File: config.mk
export PLATFORM = sky130hd
export DESIGN_NAME = apb_fifo_slave
export DESIGN_NICKNAME = d
export VERILOG_FILES = /design/src/rtl/apb_fifo_slave.sv
export SDC_FILE = /design/constraint.sdc
export NUM_CORES = 1
export LEC_CHECK = 0
export ABC_CLOCK_PERIOD_IN_PS = 5500
export CORE_MARGIN = 4
export CORE_UTILIZATION = 30
export CTS_BUF_LIST = sky130_fd_sc_hd__clkbuf_4
export CTS_CLUSTER_DIAMETER = 40
export CTS_CLUSTER_SIZE = 16
export DETAILED_ROUTE_END_ITERATION = 7
export DONT_BUFFER_PORTS = 1
export SLEW_MARGIN = 0
export SYNTH_ARGS = -nofsm -noshare
export SYNTH_HDL_FRONTEND = slang
export SYNTH_SLANG_ARGS = --single-unit
File: constraint.sdc
create_clock -name PCLK -period 5.5 [get_ports PCLK]
set_input_delay 1.1 -clock PCLK [delete_from_list [all_inputs] [get_ports PCLK]]
set_output_delay 1.1 -clock PCLK [all_outputs]
set_load 0.01 [all_outputs]
File: src/rtl/apb_fifo_slave.sv
// APB responder fronting a DEPTH x 32-bit FIFO through four registers
// (CTRL, STATUS, WDATA, RDATA), with WAIT_CYCLES wait states before PREADY.
module apb_fifo_slave #(
  parameter int DEPTH       = 8,
  parameter int WAIT_CYCLES = 1
) (
  input  logic        PCLK,
  input  logic        PRESET,
  input  logic [3:0]  PADDR,
  input  logic        PWRITE,
  input  logic        PENABLE,
  input  logic [31:0] PWDATA,
  input  logic        PSEL,
  output logic [31:0] PRDATA,
  output logic        PREADY
);

  localparam int AW = $clog2(DEPTH);
  localparam int CW = (WAIT_CYCLES > 0) ? $clog2(WAIT_CYCLES + 1) : 1;

  typedef enum logic {IDLE, ACCESS} state_t;
  typedef enum logic [1:0] {
    REG_CTRL   = 2'd0,
    REG_STATUS = 2'd1,
    REG_WDATA  = 2'd2,
    REG_RDATA  = 2'd3
  } reg_t;

  state_t        state, state_next;
  logic [CW-1:0] cnt, cnt_next;

  logic [31:0]   mem [DEPTH];
  logic [AW-1:0] wr_ptr, rd_ptr;
  logic [AW:0]   count;
  logic          ovf, udf;
  logic          empty, full;
  logic [31:0]   status;
  reg_t          reg_sel;
  logic          commit, do_push, do_pop;
  logic          unused;

  assign unused  = ^PADDR[1:0];
  assign reg_sel = reg_t'(PADDR[3:2]);
  assign empty   = (count == '0);
  assign full    = (count == (AW+1)'(DEPTH));
  assign status  = {16'h0000, 8'(count), 4'h0, udf, ovf, full, empty};

  always_ff @(posedge PCLK) begin
    if (PRESET) begin
      state <= IDLE;
      cnt   <= '0;
    end else begin
      state <= state_next;
      cnt   <= cnt_next;
    end
  end

  // PREADY also requires PSEL/PENABLE so an aborted access never completes.
  always_comb begin
    state_next = state;
    cnt_next   = cnt;
    PREADY     = 1'b0;
    case (state)
      IDLE: begin
        if (PSEL && !PENABLE) begin
          state_next = ACCESS;
          cnt_next   = CW'(WAIT_CYCLES);
        end
      end
      ACCESS: begin
        if (!PSEL) begin
          state_next = IDLE;
        end else if (PENABLE) begin
          if (cnt != '0) begin
            cnt_next = cnt - CW'(1);
          end else begin
            PREADY     = 1'b1;
            state_next = IDLE;
          end
        end
      end
      default: state_next = IDLE;
    endcase
  end

  assign commit  = PREADY && !PRESET;
  assign do_push = commit && PWRITE && (reg_sel == REG_WDATA) && !full;
  assign do_pop  = commit && !PWRITE && (reg_sel == REG_RDATA) && !empty;

  always_comb begin
    PRDATA = '0;
    if (PREADY && !PWRITE) begin
      case (reg_sel)
        REG_STATUS: PRDATA = status;
        REG_RDATA:  PRDATA = empty ? '0 : mem[rd_ptr];
        default:    PRDATA = '0;
      endcase
    end
  end

  always_ff @(posedge PCLK) begin
    if (do_push) mem[wr_ptr] <= PWDATA;
  end

  always_ff @(posedge PCLK) begin
    if (PRESET) begin
      wr_ptr <= '0;
      rd_ptr <= '0;
      count  <= '0;
      ovf    <= 1'b0;
      udf    <= 1'b0;
    end else if (commit) begin
      case (reg_sel)
        REG_CTRL: begin
          if (PWRITE && PWDATA[0]) begin
            wr_ptr <= '0;
            rd_ptr <= '0;
            count  <= '0;
          end
        end
        REG_STATUS: begin
          if (PWRITE) begin
            if (PWDATA[2]) ovf <= 1'b0;
            if (PWDATA[3]) udf <= 1'b0;
          end
        end
        REG_WDATA: begin
          if (PWRITE) begin
            if (full) begin
              ovf <= 1'b1;
            end else begin
              wr_ptr <= wr_ptr + AW'(1);
              count  <= count + (AW+1)'(1);
            end
          end
        end
        REG_RDATA: begin
          if (!PWRITE) begin
            if (empty) begin
              udf <= 1'b1;
            end else begin
              rd_ptr <= rd_ptr + AW'(1);
              count  <= count - (AW+1)'(1);
            end
          end
        end
        default: ;
      endcase
    end
  end

endmodule
==> results of run 1 <==
[per-layer routing]
layer  share of wire (%)  up-vias  global-route usage (%)
li1                    -     2256                       -
met1                  39     2655                    12.7
met2                  52      125                    19.7
met3                 7.4       31                    3.99
met4                 2.0        0                    2.93
met5                   0        -                       0
[worst paths after layout]
check | cells after the start | slack, ps | end | startpoint
setup / recovery | 4 | 1260 | PRDATA[16] | register
hold / removal | 1 | 430 | wr_ptr[2]$_SDFFE_PP0P_ | PRESET
setup reg to reg | 5 | 2350 | mem[5][17]$_DFFE_PP_ | cnt$_SDFFE_PP0P_
hold reg to reg | 2 | 500 | state$_SDFF_PP0_ | state$_SDFF_PP0_
[metrics by stage]
stage          setup WS [ps]  instances  instance area [µm²]  hold WS (ps)
2_1_floorplan            867        539                10700           449
3_3_place_gp            1510        985                11300           456
3_5_place_dp            1480        985                11300           474
4_1_cts                 1080       1038                11800           357
5_1_grt                  922       1039                11800           363
6_report                1260       1039                11800           429
[power by group]
part           switching, mW  internal [mW]
clock                  0.756          0.383
combinational        0.00937        0.00674
sequential           0.00122           2.27
total                  0.767           2.66
[cell type report]
class / instances / share of cell area, %
flip-flops and latches: 273 / 68.0
multi-input cells: 231 / 22.1
well taps: 461 / 4.88
clock inverters: 23 / 2.04
clock buffers: 30 / 1.91
repair buffers: 13 / 0.826
inverters: 7 / 0.222
diodes: 1 / 0.0212
[registers in the layout, indices dropped and copies added (netlist names), named ones only]
name	count
cnt	1
count	4
mem	256
ovf	1
rd_ptr	3
state	1
udf	1
wr_ptr	3
[cells by family after synthesis]
logic type      after synthesis  share of synthesized area (%)
simple gates                 92                           4.45
compound gates               38                           2.38
mux                          97                           16.5
xor+xnor                      1                         0.0816
buf+inv                      35                           1.46
flops                       273                           74.8
fa+ha+maj                     3                          0.350
[cell usage after synthesis, drive strengths merged (2+ instances only)]
| cell type | n |
|---|---|
| ha | 3 |
| nand2 | 22 |
| nand3b | 2 |
| or4b | 2 |
| a31o | 2 |
| nor2b | 3 |
| nor3 | 2 |
| clkbuf | 12 |
| or3 | 5 |
| o31ai | 2 |
| buf | 16 |
| edfxtp | 256 |
| a31oi | 4 |
| nand3 | 3 |
| nand2b | 6 |
| nor4 | 5 |
| dfxtp | 17 |
| nor2 | 33 |
| mux2i | 33 |
| a21oi | 11 |
| o21ai | 9 |
| nand4b | 2 |
| or4 | 2 |
| mux4 | 64 |
| o22ai | 2 |
| inv | 6 |
==> results.yml, run 1 <==
sta:
  max_freq_mhz: 236
  slew_headroom_pct: 29.4
  post-route-period-util_pct: 77.1
  setup_viol: 0
  layout_min_cycle_time_ps: 4240
  fin_tns_setup_ps: 0
  hold_viol_final: 0
  slew_violations: 0
  fin_skew_ps: 35.5
  rsz0062_at_grt: "no"
  tightestPinTransition_ps: 1060
route:
  drc_errors: 0
  via_per_inst: 4.88
  drtIter0Drc: 344
  drt_wl_total_um: 22000
  avgRoutedWirePerCell_um: 21.1
  final_antenna_net_count: 0
  first_pass_iters: 4
  vias: 5067
pwr:
  powerDensity_nw_per_um2: 290
  irDropWorstVdd_mv: 0.104
  p_leak_nw: 3.38
  power_mw: 3.42
clock_network:
  cts_resized: 0
  clock_path_buffers: 3
  cts_max_level: 1
  cts_buffers: 30
  cts.sinks: 273
  cts-root-buf: "clkbuf_4"
  hold_buffers: 0
  clock_latency_ps: 710
  clk_pin_slew_ps: 150
  cts_tree: "built"
  post-cts-setup-buffers: 0
synth:
  synth_flop_cell: "edfxtp_1"
  syn-instance-count: 539
  synth-seq-area-share_pct: 74.8
  synth_nets: 583
  synth_cell_type_count: 47
  synth_top_area_share_pct: 71.6
  synth_top_area_cell: "edfxtp_1"
  yosys_register_bits: 273
  netlist_area_um2: 10700
  synth.area.top_cells: "edfxtp_1 72%, mux4_2 13%, dfxtp_1 3.2%, mux2i_1 3.1%, nor2_1 1.2%"
  synth_area_per_cell_um2: 19.9
  synthArstFlopShare_pct: 0
  synth_warnings: 0
  synth_edf_count: 256
grt:
  grt_pass1_vias: 5345
  antenna_found_initial: 1
  grtUsageTotal_pct: 11.1
  grt_start_max_net_pins: 52
  grt_pass1_wl_um: 32800
  grt_overflow_total: 0
floorplan:
  pin_count: 74
  chipWidth_um: 197
  num_rows: 69
  core-area_um2: 35400
  die_y_um: 197
  initial_core_util_pct: 30.3
  die_area_um2: 38900
final_layout:
  nNetsFinal: 600
  layout-drive-gt1-share_pct: 26.0
  multiInputGateArea_um2: 2610
  fillers: 3351
  syn_to_final_growth_pct: 10.0
  layout_commonest_cell: "edfxtp_1"
  layout_common_cells: "256 x edfxtp_1, 64 x mux4_2, 33 x mux2i_1"
  final_core_util_pct: 33.4
  ff_latch_area_um2: 8030
critical_path:
  worstSetupPathType: "reg -> out"
  cp-start-kind: "register"
  worstPathRequired_ps: 4400
  crit_family: "flip-flops"
  path_buf_inv: 1
  crit_fanout: 51
  cp-end-kind: "output port"
  cp_cell_sequence: "buf_4 > mux4_2 > mux2i_1 > nor2_1"
  cp_slowest_cell: "dfxtp_4"
  critPathMaxStageDelay_ps: 1030
  cp.arrival_ps: 3140
placement:
  post-dp-hpwl_um: 13200
  port_buffers: 0
  gp_congestion: 0.770
status:
  status: "finished, final reports clean"
hold_path:
  hp-class: "in -> reg"
job:
  maxCapViolations: 0
Power figures use the tool's default switching activity.
==> run 2, diff against run 1 <==
Settings changed: ABC_CLOCK_PERIOD_IN_PS 5500 to 3650.
Clock period 5.5 ns to 3.65 ns, I/O delays scaled along.
==> run 2 against run 1 <==
  * Design area grew 2.1%
  * Clock-buffer cell count grew 3
  * Clock power grew 64%
  * Core utilization grew 0.69 points
  * Critical endpoint is now PRDATA[19]
  * Cell count grew 1.3%
  * Global-route usage grew 0.32 points
  * Worst hold slack lost 320 ps
  * Non-clock buffer count grew 11
  * Sequential power grew 51%
  * Die area is the same
==> results.yml, run 2 (same netlist as run 1, synthesis figures left out) <==
status:
  status: "finished, final reports clean"
clock_network:
  clk_pin_slew_ps: 130
  cts-root-buf: "clkbuf_4"
  hold_buffers: 0
  clock_latency_ps: 690
  cts_tree: "built"
  cts_buffers: 30
  cts.sinks: 273
  cts_max_level: 1
  clock_path_buffers: 3
route:
  drc_errors: 0
  avgRoutedWirePerCell_um: 21.4
  drtIter0Drc: 475
  drt_wl_total_um: 22500
  vias: 5121
  via_per_inst: 4.87
  final_antenna_net_count: 0
  first_pass_iters: 4
pwr:
  irDropWorstVdd_mv: 0.237
  powerDensity_nw_per_um2: 441
  pwr-share-seq_pct: 64.3
  internal-power_mw: 4.17
  pwr-share-comb_pct: 0.5
  p_leak_nw: 3.46
  clkPwrFrac_pct: 35.2
  netSwitchingPower_mw: 1.14
  switching_share_pct: 21.5
critical_path:
  cp.arrival_ps: 2730
  worstPathRequired_ps: 2920
  worstSetupPathType: "reg -> out"
  reg2reg_depth: 6
  crit_fanout: 19
  cp-start-kind: "register"
  r2r_end: "mem[1][6]$_DFFE_PP_"
  r2r_slack_ps: 1080
  cp-end-kind: "output port"
  timing.rr.start: "cnt$_SDFFE_PP0P_"
hold_path:
  hold_path_end: "wr_ptr[2]$_SDFFE_PP0P_"
  hp-class: "in -> reg"
  min-delay-start: "PRESET"
  hold_path_depth: 1
final_layout:
  layout-drive-gt1-share_pct: 27.8
  nNetsFinal: 611
  largest_reg_flops: 256
  regMostFlops: "mem"
  reg.largest.list: "mem x256, count x4"
  fillers: 3289
  layout_commonest_cell: "edfxtp_1"
  layout_common_cells: "256 x edfxtp_1, 64 x mux4_2, 33 x mux2i_1, 33 x clkbuf_4, 27 x nor2_1"
  instances_no_fill: 1052
  syn_to_final_growth_pct: 12.3
sta:
  fin_tns_setup_ps: 0
  fin_skew_ps: 28.8
  tightestPinTransition_ps: 713
  layout_min_cycle_time_ps: 3460
  rsz0062_at_grt: "no"
  post-route-period-util_pct: 94.9
  max_freq_mhz: 289
  setup_viol: 0
  hold_viol_final: 0
  slew_violations: 0
  slew_headroom_pct: 51.3
placement:
  gp_congestion: 0.823
  dpl.cell_count: 995
  port_buffers: 0
  post-dp-hpwl_um: 13400
grt:
  antenna_found_initial: 1
  grt_pass1_vias: 5511
  grtUsageTotal_pct: 11.4
  grt_start_max_net_pins: 35
  grt_pass1_wl_um: 33700
  grt_overflow_total: 0
floorplan:
  die_area_um2: 38900
  initial_core_util_pct: 30.3
  die_y_um: 197
  chipWidth_um: 197
  core-area_um2: 35400
  pin_count: 74
  num_rows: 69
job:
  maxCapViolations: 0
==> run 2: cell types whose count changed in the layout (fill, tap and decap cells not counted), sizes merged <==
cell,delta
inv,+4
clkinv,-7
clkbuf,+3
bufinv,+2
buf,+11
==> run 2: worst max path at each step <==
| stage | from | endpoint | slack (ps) | cells after the start |
|---|---|---|---|---|
| 2_1_floorplan | PSEL | mem[7][0]$_DFFE_PP_ | 240 | 5 |
| 3_3_place_gp | PADDR[3] | PRDATA[13] | 720 | 5 |
| 4_1_cts | count[1]$_SDFFE_PP0P_ | PRDATA[30] | 10 | 5 |
| 6_report | count[2]$_SDFFE_PP0P_ | PRDATA[19] | 190 | 5 |
| 5_1_grt | count[2]$_SDFFE_PP0P_ | PRDATA[26] | 30 | 5 |
| 3_5_place_dp | PADDR[3] | PRDATA[30] | 680 | 5 |
==> run 2: layout make-up <==
| type | count | area, µm² | area share, % |
|---|---|---|---|
| sequential | 273 | 8040 | 66.7 |
| timing repair buffer | 24 | 268 | 2.22 |
| multi-input combinational | 231 | 2630 | 21.8 |
| tap | 461 | 577 | 4.78 |
| clock inverter | 22 | 273 | 2.26 |
| clock buffer | 33 | 248 | 2.06 |
| antenna | 1 | 2.50 | 0.0208 |
| inverter | 7 | 26.3 | 0.218 |
==> run 2: what timing repair did <==
action	in CTS	in global routing
endpoints found under the setup margin	0	19
resized for setup	0	3
setup buffers	0	1
==> run 2: critical path, stage by stage (launching register included) <==
cell	delay (ps)
dfxtp_1	490
nor4_2	110
or3_1	430
or2_2	460
buf_4	290
nor2_1	270
==> run 2: power groups by stage <==
stage | Sequential, mW | Clock [mW] | Combinational [mW]
global route | 3.42 | 2.08 | 0.0285
floorplan | 3.49 | 0 | 0.0257
CTS | 3.42 | 1.94 | 0.0251
finish | 3.42 | 1.87 | 0.0260
global placement | 3.49 | 0 | 0.0238
detailed placement | 3.49 | 0 | 0.0249
==> run 2: routing by layer <==
layer  global-route usage [%]  share of wire [%]
met4                     3.13                2.0
met2                     20.1                 51
met5                        0                  0
met3                     3.74                7.5
met1                     13.4                 39
==> run 2: metrics by stage <==
stage / hold WS (ps) / instance area, µm² / util (%) / power (mW) / setup slack [ps]
3_3_place_gp: 454 / 11500 / 32.5 / 3.51 / 717
3_5_place_dp: 462 / 11500 / 32.5 / 3.51 / 675
5_1_grt: 14.3 / 12100 / 34.1 / 5.53 / 25.3
2_1_floorplan: 449 / 10700 / - / 3.52 / 241
6_report: 107 / 12100 / 34.1 / 5.31 / 188
4_1_cts: 31.5 / 12000 / 34.0 / 5.38 / 13.2
==> run 3, diff against run 2 <==
Settings changed: CORE_MARGIN 4 to not set.
==> run 3 against run 2 <==
  * Design area barely moved
  * Clock skew rose by 24 ps
  * Die area fell by 6.0%
  * Register-to-register slack got worse by 120 ps
  * Worst hold slack improved by 18 ps
  * Clock power rose by 15%
  * Sequential power barely moved
  * Cell count rose by 0.19%
  * Worst setup slack improved by 24 ps
  * Largest power group unchanged
==> results.yml, run 3 (same netlist as run 1, synthesis figures left out) <==
clock_network:
  clk_pin_slew_ps: 110
  cts_buffers: 36
  clock_latency_ps: 690
  cts-root-buf: "clkbuf_4"
  post-cts-setup-buffers: 0
  clock_path_buffers: 3
  cts_max_level: 2
  cts_tree: "built"
  cts.sinks: 273
critical_path:
  crit_family: "simple AND/OR/NAND/NOR gates"
  path_buf_inv: 0
  r2r_slack_ps: 960
  r2r_end: "mem[1][25]$_DFFE_PP_"
  cp_cell_sequence: "nor4_1 > or3_1 > or2_4 > o21ai_0"
  reg2reg_depth: 5
  cp.arrival_ps: 2710
  cp-end-kind: "output port"
  cp_slowest_cell: "nor4_1"
  worstSetupPathType: "reg -> out"
  crit_fanout: 32
  timing.rr.start: "cnt$_SDFFE_PP0P_"
  critPathMaxStageDelay_ps: 610
  cp-start-kind: "register"
  worstPathRequired_ps: 2920
placement:
  post-dp-hpwl_um: 13700
  dpl.cell_count: 988
  gp_congestion: 0.748
  place_area_um2: 11400
  preCtsSetupSlack_ps: 580
  port_buffers: 0
route:
  drtIter0Drc: 333
  final_antenna_net_count: 0
  vias: 5236
  via_per_inst: 4.97
  first_pass_iters: 6
  drt_wl_total_um: 22700
  avgRoutedWirePerCell_um: 21.5
  drc_errors: 0
floorplan:
  initial_core_util_pct: 30.8
  die_y_um: 191
  chipWidth_um: 191
  core-area_um2: 34900
  pin_count: 74
  die_area_um2: 36500
  num_rows: 68
grt:
  grt_overflow_total: 0
  grt_pass1_vias: 5639
  grtUsageTotal_pct: 12.7
  grt_pass1_wl_um: 34100
  grt_start_max_net_pins: 53
  antenna_found_initial: 1
pwr:
  power_mw: 5.59
  irDropWorstVdd_mv: 0.271
  p_leak_nw: 3.50
  powerDensity_nw_per_um2: 464
final_layout:
  layout_commonest_cell: "edfxtp_1"
  syn_to_final_growth_pct: 12.3
  layout-drive-gt1-share_pct: 28.4
  nNetsFinal: 615
  final_core_util_pct: 34.6
  regMostFlops: "mem"
  reg.largest.list: "mem x256, count x4"
  largest_reg_flops: 256
  fin_area_um2: 12100
  instances_no_fill: 1054
  layout_common_cells: "256 x edfxtp_1, 64 x mux4_2, 39 x clkbuf_4"
sta:
  slew_violations: 0
  hold_viol_final: 0
  slew_headroom_pct: 47.2
  tightestPinTransition_ps: 792
  fin_tns_setup_ps: 0
  fin_skew_ps: 53.0
  max_freq_mhz: 291
  rsz0062_at_grt: "no"
  setup_ws_ps: 212
  setup_viol: 0
  timing.hold.ws_ps: 125
  post-route-period-util_pct: 94.2
  layout_min_cycle_time_ps: 3440
hold_path:
  hp-class: "in -> reg"
  hold_path_depth: 1
  hold_path_end: "wr_ptr[2]$_SDFFE_PP0P_"
  min-delay-start: "PRESET"
status:
  status: "finished, final reports clean"
job:
  maxCapViolations: 0
## run 3: what timing repair did
action | in CTS | in global routing
gates resized for setup | 1 | 0
hold buffers | 0 | 0
endpoints found under the setup margin | 31 | 0
## run 3: power breakdown
| part | internal [mW] | total, mW | switching, mW |
|---|---|---|---|
| clock | 0.962 | 2.15 | 1.18 |
| combinational | 0.0104 | 0.0261 | 0.0157 |
| sequential | 3.42 | 3.42 | 0.00172 |
## run 3: final cells by class
| type | instances | area [µm²] |
|---|---|---|
| sequential | 273 | 8040 |
| inverter | 7 | 26.3 |
| fill | 3262 | 22800 |
| timing repair buffer | 22 | 178 |
| clock buffer | 39 | 293 |
| tap | 455 | 569 |
| clock inverter | 26 | 332 |
| multi-input combinational | 231 | 2620 |
| antenna | 1 | 2.50 |
## run 3: how the worst max path moves through the flow
stage,cells after the start,from,endpoint,slack [ps]
final,4,count[1]$_SDFFE_PP0P_,PRDATA[2],210
after global placement,4,PADDR[3],PRDATA[2],620
after detailed placement,4,PADDR[3],PRDATA[0],580
after global routing,5,cnt$_SDFFE_PP0P_,PRDATA[1],5
after CTS,4,register,PRDATA[9],90
after floorplan,5,PSEL,mem[7][0]$_DFFE_PP_,240
## run 3: routing by layer
| metal | vias to the layer above | part of all wire [%] | track usage (%) |
|---|---|---|---|
| li1 | 2289 | - | - |
| met1 | 2716 | 40 | 15.5 |
| met2 | 182 | 51 | 21.7 |
| met3 | 49 | 7.1 | 3.75 |
| met4 | 0 | 1.9 | 3.91 |
| met5 | - | 0 | 0 |
